[config.mk]
export PLATFORM = sky130hd
export DESIGN_NAME = grid_cell_scanner
export DESIGN_NICKNAME = d
export VERILOG_FILES = /design/src/rtl/grid_cell_scanner.sv
export SDC_FILE = /design/constraint.sdc
export NUM_CORES = 1
export LEC_CHECK = 0
export CORE_MARGIN = 2
export CORE_UTILIZATION = 44
export DETAILED_ROUTE_END_ITERATION = 8
export MAX_ROUTING_LAYER = met4
export PLACE_DENSITY = 0.78
export SYNTH_ARGS = -nofsm -noshare
export SYNTH_HDL_FRONTEND = slang
export SYNTH_SLANG_ARGS = --single-unit
[constraint.sdc]
create_clock -name clk -period 3.8 [get_ports clk]
set_clock_uncertainty 0.15 [all_clocks]
set_input_delay 0.76 -clock clk [delete_from_list [all_inputs] [get_ports clk]]
set_output_delay 0.76 -clock clk [all_outputs]
set_load 0.005 [all_outputs]
[src/rtl/grid_cell_scanner.sv]
// ---------------------------------------------------------------------------
// grid_cell_scanner
//
// Purpose:
//   Expands one character cell of a 50 x 40 text grid into its 10 x 10 screen
//   pixels. A request names a grid cell (char_x, char_y). For each of the ten
//   glyph rows the block fetches one row of font bits from an external
//   synchronous ROM. It then streams ten pixels through a valid/ready
//   handshake, leftmost pixel first. The grid's top-left corner sits at
//   screen (140, 80).
//
// Ports:
//   clk        system clock, every register updates on its rising edge
//   rst        synchronous active-high reset
//   req_valid  cell draw request present
//   req_ready  block idle and able to accept a request
//   char_x     grid column 0..49 (larger values are rejected)
//   char_y     grid row 0..39 (larger values are rejected)
//   rom_row    glyph row address presented to the font ROM
//   rom_bits   glyph row data, valid one cycle after rom_row; bit 9 = leftmost
//   pix_valid  pixel_x / pixel_y / pix_on are valid
//   pix_ready  downstream accepts the current pixel
//   pixel_x    screen x of the current pixel
//   pixel_y    screen y of the current pixel
//   pix_on     glyph bit of the current pixel
//   done       one-cycle pulse once the last pixel of a cell has been taken
//   err        one-cycle pulse after an out-of-range request was accepted
// ---------------------------------------------------------------------------
module grid_cell_scanner (
    input  logic       clk,
    input  logic       rst,
    input  logic       req_valid,
    output logic       req_ready,
    input  logic [5:0] char_x,
    input  logic [5:0] char_y,
    output logic [3:0] rom_row,
    input  logic [9:0] rom_bits,
    output logic       pix_valid,
    input  logic       pix_ready,
    output logic [9:0] pixel_x,
    output logic [9:0] pixel_y,
    output logic       pix_on,
    output logic       done,
    output logic       err
);

    // Grid geometry (inverse of the pixel-to-grid mapping used elsewhere).
    localparam logic [9:0] X_ORIGIN = 10'd140;
    localparam logic [9:0] Y_ORIGIN = 10'd80;
    localparam logic [9:0] CELL     = 10'd10;
    localparam logic [5:0] COLS     = 6'd50;
    localparam logic [5:0] ROWS     = 6'd40;
    localparam logic [3:0] LAST_IDX = 4'd9;   // last row / column inside a cell

    typedef enum logic [2:0] {
        IDLE  = 3'd0,
        FETCH = 3'd1,
        LOAD  = 3'd2,
        EMIT  = 3'd3,
        DONE  = 3'd4
    } state_t;

    state_t     state_reg, state_next;
    logic [3:0] row_reg,   row_next;
    logic [3:0] col_reg,   col_next;
    logic [5:0] cx_reg,    cx_next;
    logic [5:0] cy_reg,    cy_next;
    logic [9:0] bits_reg,  bits_next;
    logic       err_reg,   err_next;

    logic       in_range;
    logic [9:0] bits_rev;
    logic [9:0] cx_ext;
    logic [9:0] cy_ext;
    logic [9:0] base_x;
    logic [9:0] base_y;

    // The ROM delivers the leftmost pixel in bit 9. Reversing the row once
    // lets the column counter index the glyph row directly.
    genvar gi;
    generate
        for (gi = 0; gi < 10; gi++) begin : g_bit_rev
            assign bits_rev[gi] = bits_reg[9 - gi];
        end
    endgenerate

    // Top-left pixel of the latched cell. The largest legal value is
    // 140 + 490 + 9 = 639 for x and 80 + 390 + 9 = 479 for y, so 10 bits
    // hold every legal result without wrapping.
    assign cx_ext = {4'd0, cx_reg};
    assign cy_ext = {4'd0, cy_reg};
    assign base_x = X_ORIGIN + cx_ext * CELL;
    assign base_y = Y_ORIGIN + cy_ext * CELL;

    assign in_range = (char_x < COLS) && (char_y < ROWS);

    // -----------------------------------------------------------------------
    // State and datapath registers
    // -----------------------------------------------------------------------
    always_ff @(posedge clk) begin
        if (rst) begin
            state_reg <= IDLE;
            row_reg   <= 4'd0;
            col_reg   <= 4'd0;
            cx_reg    <= 6'd0;
            cy_reg    <= 6'd0;
            bits_reg  <= 10'd0;
            err_reg   <= 1'b0;
        end else begin
            state_reg <= state_next;
            row_reg   <= row_next;
            col_reg   <= col_next;
            cx_reg    <= cx_next;
            cy_reg    <= cy_next;
            bits_reg  <= bits_next;
            err_reg   <= err_next;
        end
    end

    // -----------------------------------------------------------------------
    // Next-state logic
    // -----------------------------------------------------------------------
    always_comb begin
        state_next = state_reg;
        row_next   = row_reg;
        col_next   = col_reg;
        cx_next    = cx_reg;
        cy_next    = cy_reg;
        bits_next  = bits_reg;
        err_next   = 1'b0;

        case (state_reg)
            IDLE: begin
                // req_ready is high throughout IDLE, so req_valid alone
                // completes the handshake. The coordinates change only
                // here; req_valid is ignored in every other state.
                if (req_valid) begin
                    cx_next = char_x;
                    cy_next = char_y;
                    if (in_range) begin
                        row_next   = 4'd0;
                        col_next   = 4'd0;
                        state_next = FETCH;
                    end else begin
                        err_next = 1'b1;
                    end
                end
            end

            FETCH: begin
                // rom_row is driven this cycle. The ROM answers next cycle.
                state_next = LOAD;
            end

            LOAD: begin
                bits_next  = rom_bits;
                state_next = EMIT;
            end

            EMIT: begin
                if (pix_ready) begin
                    if (col_reg != LAST_IDX) begin
                        col_next = col_reg + 4'd1;
                    end else if (row_reg != LAST_IDX) begin
                        col_next   = 4'd0;
                        row_next   = row_reg + 4'd1;
                        state_next = FETCH;
                    end else begin
                        state_next = DONE;
                    end
                end
            end

            DONE: begin
                state_next = IDLE;
            end

            default: begin
                state_next = IDLE;
            end
        endcase
    end

    // -----------------------------------------------------------------------
    // Outputs
    // -----------------------------------------------------------------------
    // Every output is forced low while rst is high. A reset that arrives
    // mid-cell therefore silences the pixel stream in that same cycle,
    // before the registers clear on the next edge.
    always_comb begin
        req_ready = 1'b0;
        rom_row   = 4'd0;
        pix_valid = 1'b0;
        pixel_x   = 10'd0;
        pixel_y   = 10'd0;
        pix_on    = 1'b0;
        done      = 1'b0;
        err       = 1'b0;

        if (!rst) begin
            err = err_reg;
            case (state_reg)
                IDLE: begin
                    req_ready = 1'b1;
                end
                FETCH: begin
                    rom_row = row_reg;
                end
                EMIT: begin
                    // Every term below is a register, so the pixel stays
                    // stable while the consumer stalls.
                    pix_valid = 1'b1;
                    pixel_x   = base_x + {6'd0, col_reg};
                    pixel_y   = base_y + {6'd0, row_reg};
                    pix_on    = bits_rev[col_reg];
                end
                DONE: begin
                    done = 1'b1;
                end
                default: begin
                    req_ready = 1'b0;
                end
            endcase
        end
    end

endmodule

==> flow_summary_export.csv <==
group,metric,value,unit
status,status,"completed",
sta,hold_violations,0,
critical_path,path_class,"register to primary output",
sta,timing_max_transition_violations_final,0,
synth,synth_nets,368,
min_path,hold_class,"register to register",
sta,worst_slew_pin_slew,1.03,ns
drt,wirelength,6.39,mm
critical_path,rrSetupSlack,1.49,ns
critical_path,cp.required,2.89,ns
synth,post-synth-top-area-cell,"dfxtp_1",
final_layout,largest_register_ffs,10,
floorplan,fp.dieW,80.2,um
grt,grt_start_max_net_pins,16,
final_layout,mostFrequentLayoutCells,"clkdlybuf4s50_1, nand2_1, a21oi_1, dfxtp_1, nor2_1",
critical_path,worstPathArrival,2.87,ns
grt,grt_first_pass_wirelength,10.3,mm
drt,wl_per_cell,14.4,um
synth,syn-cell-area,2560,um^2
clocking,worstSkewPairLatency,0.28,ns
final_layout,final_common_cell,"clkdlybuf4s50_1",
sta,setup_violations,0,
critical_path,cp-end-kind,"primary output",
placement,hpwl,4.69,mm
floorplan,num_rows,27,
synth,async_reset_ff_share,0,%
final_layout,area_delta_synth_final,35.5,%
synth,syn_inst,307,
synth,ys_ff_latch,34,
drt,avgViaCountPerCell,5.40,
critical_path,r2r_cells,7,
critical_path,crit_path_start_kind,"register",
sta,rsz0062_at_grt,"yes",
final_layout,final_nets,433,
floorplan,core,5570,um^2
grt,antenna_found_initial,0,
clocking,cts_sinks,34,
floorplan,fp.dieH,80.2,um
sta,layout_min_cycle_time,3.78,ns
synth,yosys_warnings,0,
drt,vias,2398,
final_layout,drive_above_1_share,15.3,%
power_and_ir_drop,ir_drop,0.358,mV
critical_path,r2r_start,"row_reg[1]$_SDFFE_PP0P_",
drt,first_pass_iters,4,
final_layout,antenna_cells,0,
grt,grt_overflow,0,
grt,grt_pass1_vias,2344,
sta,tns,0,ns
critical_path,cp_max_fo,2,
power_and_ir_drop,power,0.00150,W
clocking,htree_levels,2,
clocking,cts_buffer_depth,2,
synth,synth-edff-count,0,
placement,portBuffers,54,
synth,avgSynthCellArea,8.33,um^2
synth,ys_seq_area_share,26.6,%
sta,slew_headroom,31.4,%
placement,gp_congestion,0.893,
critical_path,cp-startpoint,"cx_reg[1]$_SDFFE_PP0P_",
grt,grt_usage,20.7,%
sta,fmax,265,MHz
synth,yosysTopAreaCellShare,26.6,%
drt,drtIter0Drc,117,
power_and_ir_drop,p_per_area,434,nW/um^2
clocking,cts_root_buf,"clkbuf_8",
floorplan,io_pins,55,
synth,ys_top_cells_by_area,"dfxtp_1, ha_1, a21oi_1",
clocking,path_clk_slew,0.07,ns
job,max_cap_viol_count,0,
critical_path,r2r_end,"col_reg[3]$_SDFFE_PP0P_",
clocking,cts-buffers-inserted,5,
synth,synth.distinct_cells,52,
power_and_ir_drop,leakagePower,1.48,nW
floorplan,dieArea,6440,um^2
drt,ant_nets,0,
critical_path,crit_end,"pixel_x[8]",
drt,drc,0,
sta,fin_crit_sh,99.4,%
floorplan,start_util,45.9,%
clocking,cts_tree,"done",
synth,synth_flop_cell,"dfxtp_1",
[power breakdown]
part / leakage [nW] / total [W] / internal, W / switching [W]
registers: 0.279 / 0.000503 / 0.000424 / 0.0000787
logic: 1.17 / 0.000750 / 0.000350 / 0.000400
clock network: 0.0383 / 0.000251 / 0.000126 / 0.000125
total: 1.48 / 0.00150 / 0.000900 / 0.000604
[worst min path at each step]
stage / startpoint / end / slack (ns) / cells past startpoint
after floorplan: cx_reg[1]$_SDFFE_PP0P_ / cx_reg[1]$_SDFFE_PP0P_ / 0.30 / 2
after global routing: cy_reg[2]$_SDFFE_PP0P_ / cy_reg[2]$_SDFFE_PP0P_ / 0.37 / 2
after CTS: cy_reg[2]$_SDFFE_PP0P_ / cy_reg[2]$_SDFFE_PP0P_ / 0.34 / 2
after global placement: bits_reg[0]$_SDFFE_PP0P_ / bits_reg[0]$_SDFFE_PP0P_ / 0.32 / 2
after detailed placement: cy_reg[2]$_SDFFE_PP0P_ / cy_reg[2]$_SDFFE_PP0P_ / 0.33 / 2
final: cy_reg[2]$_SDFFE_PP0P_ / cy_reg[2]$_SDFFE_PP0P_ / 0.34 / 2
[stage by stage]
step / hold WS, ns / utilization (%) / setup slack, ns / std cells / area (um^2)
6_report: 0.336 / 62.1 / 0.0246 / 444 / 3460
3_3_place_gp: 0.317 / 57.7 / -0.0370 / 432 / 3220
3_5_place_dp: 0.328 / 57.7 / -0.181 / 432 / 3220
2_1_floorplan: 0.304 / - / 0.471 / 307 / 2560
4_1_cts: 0.339 / 60.3 / 0.00735 / 442 / 3360
5_1_grt: 0.365 / 62.1 / -0.0517 / 444 / 3460
[cell type report]
| cell class | instances | area [um^2] |
|---|---|---|
| tap | 72 | 90.1 |
| sequential | 34 | 684 |
| fill | 483 | 2110 |
| timing repair buffer | 71 | 666 |
| inverter | 19 | 71.3 |
| clock buffer | 7 | 76.3 |
| multi-input combinational | 241 | 1880 |
[cell families after synthesis]
| logic type | after synthesis | synth area share, % |
|---|---|---|
| buffers and inverters | 32 | 5.38 |
| DFF | 34 | 26.6 |
| adders and majority gates | 35 | 18.3 |
| and+or+nand+nor | 109 | 21.0 |
| AOI/OAI and AO/OA | 69 | 17.3 |
| muxes | 15 | 6.90 |
| xor gates and xnor gates | 13 | 4.45 |
[worst max-delay path, stage by stage, from the launching register on]
cell	delay [ns]
dfxtp_2	0.34
ha_4	0.24
ha_4	0.16
fa_2	0.39
a21oi_2	0.16
nor2_1	0.06
nor2_1	0.11
xnor2_1	0.16
buf_4	0.16
ha_4	0.19
or3_1	0.34
a21oi_1	0.13
buf_2	0.13
[layer usage]
layer  vias to the layer above  GRT usage [%]  share of wire, %
li1                       1199              -                 -
met1                      1111           23.8                45
met2                        78           35.8                49
met3                        10           4.72               4.9
met4                         0           6.44               1.4
met5                         -              -                 0
[cells in the mapped netlist, types with 5 or more instances]
cell      number
a21o_1         5
a21oi_1       36
and2_1        11
clkbuf_1       8
dfxtp_1       34
ha_1          31
inv_1         18
mux2i_1       12
nand2_1       38
nor2_1        28
o21ai_0        7
xnor2_1        9
[what timing repair did]
item / in CTS / in global routing
gates resized for setup: 18 / 20
endpoints found under the setup margin: 4 / 6
hold buffers: 0 / 0
endpoints found under the hold margin: 0 / 0
pin swaps: 9 / 16
buffers inserted: 3 / 3
(Power assumes the default switching activity.)
